[config.mk]
export PLATFORM = sky130hd
export DESIGN_NAME = dror_dispatch_controller
export DESIGN_NICKNAME = d
export VERILOG_FILES = /design/src/rtl/dror_dispatch_controller.sv
export SDC_FILE = /design/constraint.sdc
export NUM_CORES = 2
export LEC_CHECK = 0
export CAP_MARGIN = 20
export CORE_UTILIZATION = 63
export CTS_BUF_LIST = sky130_fd_sc_hd__clkbuf_16
export CTS_CLUSTER_SIZE = 14
export DETAILED_ROUTE_END_ITERATION = 8
export PLACE_DENSITY_LB_ADDON = 0.2
export SYNTH_ARGS = -nofsm -noshare
export SYNTH_HDL_FRONTEND = slang
export SYNTH_SLANG_ARGS = --single-unit
[constraint.sdc]
create_clock -name clock -period 9.98 [get_ports clock]
set_input_delay 1.497 -clock clock [delete_from_list [all_inputs] [get_ports clock]]
set_output_delay 1.497 -clock clock [all_outputs]
set_load 0.02 [all_outputs]
[src/rtl/dror_dispatch_controller.sv]
// DROR point-validation dispatch controller.
// Fetches base points from the point cache one request at a time, loads each
// into the lowest free validator core, collects per-core verdicts (lowest busy
// core first) and streams the selected point indices through a FWFT FIFO.
module dror_dispatch_controller #(
  parameter int N           = 16,
  parameter int CORE_NUMBER = 4,
  parameter int IDX_W       = 32,
  parameter int FIFO_DEPTH  = 64,
  parameter int MODE        = 0
) (
  input  logic                   clock,
  input  logic                   reset,
  input  logic                   start,
  input  logic [IDX_W-1:0]       point_cloud_size,
  output logic                   pt_req_valid,
  output logic [IDX_W-1:0]       pt_req_idx,
  input  logic                   pt_rsp_valid,
  input  logic [N-1:0]           pt_rsp_x,
  input  logic [N-1:0]           pt_rsp_y,
  input  logic [N-1:0]           pt_rsp_z,
  output logic [CORE_NUMBER-1:0] core_load,
  output logic [N-1:0]           core_point_x,
  output logic [N-1:0]           core_point_y,
  output logic [N-1:0]           core_point_z,
  input  logic [CORE_NUMBER-1:0] core_inlier,
  input  logic [CORE_NUMBER-1:0] core_outlier,
  output logic                   out_valid,
  input  logic                   out_ready,
  output logic [IDX_W-1:0]       out_idx,
  output logic                   busy,
  output logic                   done,
  output logic [IDX_W-1:0]       emit_count,
  output logic                   proto_err
);

  localparam int PTR_W  = (FIFO_DEPTH > 1) ? $clog2(FIFO_DEPTH) : 1;
  localparam int CNT_W  = PTR_W + 1;
  localparam int CORE_W = (CORE_NUMBER > 1) ? $clog2(CORE_NUMBER) : 1;

  typedef enum logic [1:0] {S_IDLE, S_RUN, S_DRAIN, S_DONE} state_t;
  typedef enum logic [1:0] {C_FREE, C_RESERVED, C_LOADED, C_BUSY} core_state_t;

  state_t            state, state_nxt;
  core_state_t       core_st [CORE_NUMBER];
  logic [IDX_W-1:0]  idx_buf [CORE_NUMBER];
  logic [IDX_W-1:0]  size_q, next_idx, completed, req_idx_q, emit_q;
  logic              req_out, proto_q;
  logic [CORE_W-1:0] req_core;

  logic [IDX_W-1:0]  fifo_mem [FIFO_DEPTH];
  logic [PTR_W-1:0]  wr_ptr, rd_ptr;
  logic [CNT_W-1:0]  fifo_cnt;

  logic              running, start_ok, dispatch, rsp_fire;
  logic              free_found, col_found, col_sel, col_both;
  logic [CORE_W-1:0] free_core, col_core;
  logic [CORE_NUMBER-1:0] sel_vec;
  logic              fifo_full, fifo_empty, push, pop, can_push;

  assign running    = (state == S_RUN);
  assign start_ok   = start && (state == S_IDLE || state == S_DONE);
  assign fifo_full  = (fifo_cnt == CNT_W'(FIFO_DEPTH));
  assign fifo_empty = (fifo_cnt == '0);
  assign pop        = !fifo_empty && out_ready;
  // A full FIFO still accepts a push when the head leaves in the same cycle.
  assign can_push   = !fifo_full || pop;
  // Both verdicts together count as outlier, so they are never an inlier pick.
  assign sel_vec    = (MODE == 0) ? core_outlier : (core_inlier & ~core_outlier);

  // Lowest-numbered FREE core is the next reservation target.
  // NOTE: every always_comb output gets a default first so no path leaves it
  // unassigned; a missing default would infer a latch.
  always_comb begin
    free_found = 1'b0;
    free_core  = '0;
    for (int c = CORE_NUMBER - 1; c >= 0; c--) begin
      if (core_st[c] == C_FREE) begin
        free_found = 1'b1;
        free_core  = CORE_W'(c);
      end
    end
  end

  // Lowest-numbered BUSY core with a verdict that can be retired this cycle;
  // a selected verdict blocked by a full FIFO is skipped and stays pending.
  always_comb begin
    col_found = 1'b0;
    col_core  = '0;
    col_sel   = 1'b0;
    col_both  = 1'b0;
    for (int c = CORE_NUMBER - 1; c >= 0; c--) begin
      if (running && core_st[c] == C_BUSY && (core_inlier[c] || core_outlier[c]) &&
          (!sel_vec[c] || can_push)) begin
        col_found = 1'b1;
        col_core  = CORE_W'(c);
        col_sel   = sel_vec[c];
        col_both  = core_inlier[c] && core_outlier[c];
      end
    end
  end

  assign push     = col_found && col_sel;
  assign dispatch = running && (next_idx < size_q) && !req_out && free_found;
  assign rsp_fire = pt_rsp_valid && req_out;

  // Cache request/response and core-load outputs; the point bus is a
  // combinational pass-through of the response, zero when nothing loads.
  always_comb begin
    pt_req_valid = dispatch;
    pt_req_idx   = dispatch ? next_idx : '0;
    core_load    = rsp_fire ? (CORE_NUMBER'(1) << req_core) : '0;
    core_point_x = rsp_fire ? pt_rsp_x : '0;
    core_point_y = rsp_fire ? pt_rsp_y : '0;
    core_point_z = rsp_fire ? pt_rsp_z : '0;
  end

  assign out_valid  = !fifo_empty;
  assign out_idx    = fifo_empty ? '0 : fifo_mem[rd_ptr];
  assign busy       = (state == S_RUN) || (state == S_DRAIN);
  assign done       = (state == S_DONE);
  assign emit_count = emit_q;
  assign proto_err  = proto_q;

  // Run-level next state; start is only honoured from IDLE or DONE.
  always_comb begin
    state_nxt = state;
    case (state)
      S_IDLE, S_DONE: if (start) state_nxt = (point_cloud_size == '0) ? S_DONE : S_RUN;
      S_RUN:          if (completed == size_q) state_nxt = S_DRAIN;
      S_DRAIN:        if (fifo_empty) state_nxt = S_DONE;
      default:        state_nxt = S_IDLE;
    endcase
  end

  // Run state, request tracking and per-run counters.
  // NOTE: clocked state uses non-blocking assignments so every register sees
  // the pre-edge values of the others; blocking here would create order races.
  always_ff @(posedge clock or negedge reset) begin
    if (!reset) begin
      state     <= S_IDLE;
      size_q    <= '0;
      next_idx  <= '0;
      completed <= '0;
      emit_q    <= '0;
      proto_q   <= 1'b0;
      req_out   <= 1'b0;
      req_core  <= '0;
      req_idx_q <= '0;
    end else begin
      state <= state_nxt;
      if (start_ok) begin
        size_q    <= point_cloud_size;
        next_idx  <= '0;
        completed <= '0;
        emit_q    <= '0;
        proto_q   <= 1'b0;
      end else begin
        if (dispatch) begin
          next_idx  <= next_idx + 1'b1;
          req_out   <= 1'b1;
          req_core  <= free_core;
          req_idx_q <= next_idx;
        end else if (rsp_fire) begin
          req_out <= 1'b0;
        end
        if (col_found) begin
          completed <= completed + 1'b1;
          if (push)     emit_q  <= emit_q + 1'b1;
          if (col_both) proto_q <= 1'b1;
        end
      end
    end
  end

  // Per-core lifecycle FREE -> RESERVED -> LOADED -> BUSY -> FREE; verdicts
  // are only looked at in BUSY, which blanks the cycle after the load.
  always_ff @(posedge clock or negedge reset) begin
    if (!reset) begin
      for (int c = 0; c < CORE_NUMBER; c++) core_st[c] <= C_FREE;
    end else begin
      for (int c = 0; c < CORE_NUMBER; c++) begin
        case (core_st[c])
          C_FREE:     if (dispatch && free_core == CORE_W'(c)) core_st[c] <= C_RESERVED;
          C_RESERVED: if (rsp_fire && req_core == CORE_W'(c))  core_st[c] <= C_LOADED;
          C_LOADED:   core_st[c] <= C_BUSY;
          default:    if (col_found && col_core == CORE_W'(c)) core_st[c] <= C_FREE;
        endcase
      end
    end
  end

  // FIFO pointers and occupancy.
  always_ff @(posedge clock or negedge reset) begin
    if (!reset) begin
      wr_ptr   <= '0;
      rd_ptr   <= '0;
      fifo_cnt <= '0;
    end else begin
      if (push) wr_ptr <= wr_ptr + 1'b1;
      if (pop)  rd_ptr <= rd_ptr + 1'b1;
      fifo_cnt <= fifo_cnt + CNT_W'(push) - CNT_W'(pop);
    end
  end

  // Index storage for cores and FIFO entries.
  // NOTE: storage arrays carry no reset; occupancy and core state already mark
  // every entry invalid, and a reset here would block RAM inference.
  always_ff @(posedge clock) begin
    if (rsp_fire) idx_buf[req_core] <= req_idx_q;
    if (push)     fifo_mem[wr_ptr]  <= idx_buf[col_core];
  end

endmodule

[Yosys cells after proc, flatten, opt, wreduce, memory -nomap -nowiden]
Memories as Yosys holds them, arrays and structs flattened.
Cells that the tools add are included.
Storage, ports and cells
  register bits after elaboration: 193
  RAM bits: 2176
  input bits: 93
  word-level logic and storage cells: 214
  memories: 2
Memories
  fifo_mem: words 64, width 32, read ports 1, clocked after memory_dff 0, wr ports 1, line 51  | logic [IDX_W-1:0] fifo_mem [FIFO_DEPTH];
  idx_buf: words 4, width 32, read ports 1, clocked after memory_dff 0, wr ports 1, line 46  | logic [IDX_W-1:0] idx_buf [CORE_NUMBER];
Cells by class
  add/subtract/negate cells: 7
  $lt $le $gt $ge: 1
  equality and inequality tests: 37
  shift-type cells: 1
  mux-type cells: 67
  bitwise logic cells: 1
  reductions and logical operators: 82
Operators with widths (number)
  32-bit two-way mux: 9
  32-bit by 1-bit adder with 32-bit output, second input constant: 3
  16-bit two-way mux: 3
  2-bit two-way mux: 24
  1-bit logical AND: 35
  2-bit equality test, second input constant: 16
  32-bit equality test: 1
  32-bit logical NOT: 1
  32-bit less-than comparator: 1
  2-bit one-hot mux with 3 select lines: 5
  1-bit two-way mux: 25
  2-bit by 1-bit equality test with 1-bit output, second input constant: 8
  2-bit logical NOT: 8
  4-bit nonzero test: 4
  3-bit AND reduction: 5
  6-bit by 1-bit adder with 6-bit output, second input constant: 2
  2-bit != test, second input constant: 6
  1-bit logical OR: 11
  2-bit by 1-bit != test with 1-bit output, second input constant: 5
  2-bit nonzero test: 5
  2-bit AND reduction: 4
  7-bit by 1-bit adder with 7-bit output: 1
  7-bit equality test, second input constant: 1
  1-bit logical NOT: 7
  6 further kinds: 6

[Longest topological paths before layout]
  word-level depth: 14
  mapped depth: 18
  depth with buffers taken out: 17

[Least setup slack after synthesis]
OpenSTA, ideal clock, no wires.
  kind: input to output
  start: in pt_rsp_valid
  end: out core_load[0]
  arrival: 4.191 ns
  slack: 4.292 ns
  cell stages on the path: 2
  path buffers: 0
  cells stage by stage: nand2_1 > nor3_1
On the way
  word-level cells in the longest chain between the ends: 2
Ends and longest elaborated chain
  from (decl): line 18  | input logic pt_rsp_valid,
  1-bit logical AND: line 105  | assign rsp_fire = pt_rsp_valid && req_out;
  4-bit two-way mux: line 112  | core_load = rsp_fire ? (CORE_NUMBER'(1) << req_core) : '0;
  to (decl): line 22  | output logic [CORE_NUMBER-1:0] core_load,
No other way between the ends.

[Worst setup path in the final report]
  start: reg rd_ptr[0]
  end: out out_idx[15]
On the way
  word-level cells in the longest chain between the ends: 2
Ends and longest elaborated chain
  from (decl): line 52  | logic [PTR_W-1:0] wr_ptr, rd_ptr;
  from (signal assigned): line 201  | if (pop) rd_ptr <= rd_ptr + 1'b1;
  memory 64 x 32 bit
  32-bit two-way mux: line 119  | assign out_idx = fifo_empty ? '0 : fifo_mem[rd_ptr];
  to (decl): line 30  | output logic [IDX_W-1:0] out_idx,
No other way between the ends.

==> run metrics <==
Iter 0 DRT Violations=5748; share of the clock period used by the worst path=0.694; overall fraction of global-route tracks in use=0.308; CP arrival=approximately 5400 ps; signed area change from the synthesized netlist to the final layout=14.0%; pins over their slew limit=0; IO Pins=roughly 250; ys flop type=sky130_fd_sc_hd__edfxtp_1; per-cell routed wire length=between 30 and 40 um; post-synthesis average cell area=20.9 um2; drt pass-1 iters=8; class of the tightest hold or removal check=reg2reg; IO buf count=~250; share of the yosys chip area belonging to registers=0.749; synth warn=0; fraction of final layout cells sized beyond drive strength 1=0.250; achievable clock frequency=approximately 140 MHz; run status=complete, no violations; TritonCTS clock tree=yes; unrepaired setup endpoints after global routing=false; Unique masters post-synth=71; areal power density over the cells=between 200 and 300 mW/mm2; Clk pin slew, worst setup/hold paths=roughly 70 ps; worst slew slack as a fraction of its limit=0.239; Final Hold Violating Endpoints=0; Netlist Area Pre-Place=0.0937 mm2; total leakage power=35.0 nW; transition at the pin with the smallest max-transition slack=approximately 1100 ps; count of final setup violators=0; maximum fanout encountered on the critical timing path=between 100 and 150; Die Y=around 390 um; number of nets in the final layout=roughly 5000; share of the synthesized area in the top cell type=0.698; top cells by area, synth=sky130_fd_sc_hd__edfxtp_1 70%, sky130_fd_sc_hd__mux4_2 15%, sky130_fd_sc_hd__dfrtp_1 5.2%; antenna violations before repair=3; CTS root buffer=sky130_fd_sc_hd__clkbuf_16; maximum capacitance violations=0; Core Area=about 0.15 mm2; total nets after synthesis=between 4000 and 5000; utilization after layout=0.723; Worst Setup Path Type=reg2out; number of buffers created by CTS=220; vias in the first global route=48200; final worst clock skew=~53 ps; number of clock sinks=2369; Tmin final=between 6000 and 7000 ps; H-tree level count=4; clock latency reported for the late side of the worst-skew pair=between 800 and 900 ps; HPWL after detailed placement=~120000 um; synthesis-stage register bit count=2369; critical path required time=about 8500 ps; Antenna Nets Post-Route=0; Rows=roughly 140; cell count after synthesis=4479; Max Buffers Root-to-Sink=3; Vias/cell=roughly 6.8; number of vias after detailed routing=~48000; largest net degree at the start of global routing=125; die outline area=0.150 mm2; Post-CTS Hold Fix Bufs=0; first-pass GRT wire length=~330000 um; Post-CTS Setup Repair Bufs=0; CP endpoint kind=output port; post_cts resized=0; drt drc=0; critical path launch point type=flip-flop; placer congestion estimate=approximately 0.9; Post-synth ARST share=0.0815; Die W=a little under 400 um; Post-synth EDFFs=about 2200; total routed wirelength=roughly 230000 um; Antenna diodes=0; largest area contributor in the netlist=sky130_fd_sc_hd__edfxtp_1; Fin Setup TNS=0 ps; starting utilization of the core area=0.634; largest vdd supply drop=0.322 mV; total gr overflow=0
[flip-flops by register name (all words and copies together) (netlist names)]
register    count
completed      32
core_st         8
emit_count     32
fifo_cnt        7
fifo_mem     2048
idx_buf       128
next_idx       32
proto_err       1
rd_ptr          6
req_core        2
req_idx_q      32
req_out         1
size_q         32
state           2
wr_ptr          6
[logic make-up after synthesis]
kind of cell               count (synthesis)  share of synthesized area
xor gates and xnor gates                  81                    0.00757
DFF                                     2369                      0.749
AOI/OAI and AO/OA                        301                     0.0213
muxes                                    745                      0.167
adders and majority gates                 66                    0.00890
and+or+nand+nor                          609                     0.0328
buffers and inverters                    308                     0.0135
[path summary, 6_finish.rpt]
path,from,end,slack (ps),depth (start not counted)
hold / removal,req_idx_q[19]$_DFFE_PN0P_,idx_buf[0][19]$_DFFE_PP_,490,0
min in group asynchronous,reset,size_q[4]$_DFFE_PN0P_,630,1
setup / recovery,rd_ptr[0]$_DFFE_PN0P_,out_idx[15],3050,6
hold reg to reg,req_idx_q[19]$_DFFE_PN0P_,idx_buf[0][19]$_DFFE_PP_,490,0
setup reg to reg,state[1]$_DFFE_PN0P_,fifo_mem[41][30]$_DFFE_PP_,5230,10
max in group asynchronous,reset,emit_count[13]$_DFFE_PN0P_,7170,3
[critical path, cell delays in order, from the launching register on]
cell and delay, ps:
sky130_fd_sc_hd__dfrtp_4 1050, sky130_fd_sc_hd__buf_12 660, sky130_fd_sc_hd__mux4_2 620, sky130_fd_sc_hd__mux4_2 470, sky130_fd_sc_hd__mux2i_1 640, sky130_fd_sc_hd__o22ai_1 290
sky130_fd_sc_hd__clkdlybuf4s50_1 670
[cells in the mapped netlist, types with 4 or more instances]
| cell type | count |
|---|---|
| sky130_fd_sc_hd__o21a_1 | 5 |
| sky130_fd_sc_hd__inv_1 | 69 |
| sky130_fd_sc_hd__o32a_1 | 4 |
| sky130_fd_sc_hd__and4_1 | 11 |
| sky130_fd_sc_hd__buf_4 | 4 |
| sky130_fd_sc_hd__a222oi_1 | 33 |
| sky130_fd_sc_hd__mux2_4 | 29 |
| sky130_fd_sc_hd__edfxtp_1 | 2176 |
| sky130_fd_sc_hd__mux2_2 | 8 |
| sky130_fd_sc_hd__nor2_1 | 134 |
| sky130_fd_sc_hd__nand3_1 | 32 |
| sky130_fd_sc_hd__a31oi_1 | 4 |
| sky130_fd_sc_hd__a21o_1 | 4 |
| sky130_fd_sc_hd__nand4_1 | 36 |
| sky130_fd_sc_hd__mux4_2 | 640 |
| sky130_fd_sc_hd__nand2b_1 | 4 |
| sky130_fd_sc_hd__dfrtp_1 | 193 |
| sky130_fd_sc_hd__nor4_1 | 17 |
| sky130_fd_sc_hd__and3_1 | 64 |
| sky130_fd_sc_hd__o21ai_0 | 84 |
| sky130_fd_sc_hd__o31ai_1 | 18 |
| sky130_fd_sc_hd__nand2_1 | 175 |
| sky130_fd_sc_hd__nor3_1 | 15 |
| sky130_fd_sc_hd__mux2i_1 | 68 |
| sky130_fd_sc_hd__a21oi_1 | 80 |
| sky130_fd_sc_hd__clkbuf_1 | 148 |
| sky130_fd_sc_hd__xnor2_1 | 33 |
| sky130_fd_sc_hd__o211ai_1 | 4 |
| sky130_fd_sc_hd__nand3b_1 | 4 |
| sky130_fd_sc_hd__xor2_1 | 48 |
| sky130_fd_sc_hd__a211oi_1 | 4 |
| sky130_fd_sc_hd__or3_1 | 41 |
| sky130_fd_sc_hd__or4_1 | 17 |
| sky130_fd_sc_hd__and2_1 | 39 |
| sky130_fd_sc_hd__ha_1 | 65 |
| sky130_fd_sc_hd__or2_2 | 5 |
| sky130_fd_sc_hd__buf_2 | 55 |
| sky130_fd_sc_hd__o22ai_1 | 32 |
| sky130_fd_sc_hd__buf_1 | 27 |
[power by group]
group	internal, W	switching, W
clock network	0.00459	0.00368
logic	0.00399	0.00553
registers	0.0125	0.000416
total	0.0211	0.00963
[per-layer routing]
metal,track usage,up-vias,wire length [um]
met5,0,-,34
met2,0.513,3020,117000
met3,0.0610,452,23300
li1,-,19300,-
met1,0.412,24800,81900
met4,0.104,6,7910
[area by class of cell]
class,instances,area (um2)
fill,8267,40900
timing repair buffer,382,3960
clock inverter,187,1590
sequential,2369,70200
inverter,71,267
tap,1930,2410
clock buffer,220,5510
multi-input combinational,1802,22800
[layout by cell type (no fill, tap or decap), types with 18 or more instances in the layout]
cell type and n:
sky130_fd_sc_hd__and2_1 38, sky130_fd_sc_hd__nand3_1 32, sky130_fd_sc_hd__nand2_1 143, sky130_fd_sc_hd__ha_1 65, sky130_fd_sc_hd__or3_1 41, sky130_fd_sc_hd__clkinv_2 52
sky130_fd_sc_hd__and3_1 64, sky130_fd_sc_hd__mux2i_1 68, sky130_fd_sc_hd__a222oi_1 33, sky130_fd_sc_hd__nand4_1 36, sky130_fd_sc_hd__o31ai_1 18, sky130_fd_sc_hd__clkdlybuf4s50_1 244
sky130_fd_sc_hd__xor2_1 48, sky130_fd_sc_hd__nand2_2 32, sky130_fd_sc_hd__clkbuf_16 220, sky130_fd_sc_hd__bufinv_16 22, sky130_fd_sc_hd__mux4_2 640, sky130_fd_sc_hd__edfxtp_1 2176
sky130_fd_sc_hd__o21ai_0 84, sky130_fd_sc_hd__inv_1 108, sky130_fd_sc_hd__a21oi_1 80, sky130_fd_sc_hd__nor2_1 68, sky130_fd_sc_hd__buf_12 36, sky130_fd_sc_hd__xnor2_1 33
sky130_fd_sc_hd__o22ai_1 32, sky130_fd_sc_hd__clkinv_1 52, sky130_fd_sc_hd__dfrtp_1 188, sky130_fd_sc_hd__nor2_4 67, sky130_fd_sc_hd__mux2_4 29, sky130_fd_sc_hd__buf_4 100
[stage by stage]
| stage | hold slack, ps | power, W | instance area [um2] | worst slack, ps | cells |
|---|---|---|---|---|---|
| after detailed placement | 497 | 0.0223 | 99100 | 3900 | 6525 |
| after global routing | 497 | 0.0317 | 107000 | 2740 | 6961 |
| after global placement | 490 | 0.0221 | 99000 | 3940 | 6524 |
| after floorplan | 471 | 0.0191 | 93700 | 4290 | 4479 |
| final | 494 | 0.0307 | 107000 | 3050 | 6961 |
| after CTS | 473 | 0.0306 | 106000 | 3000 | 6932 |
(Power assumes the default switching activity.)
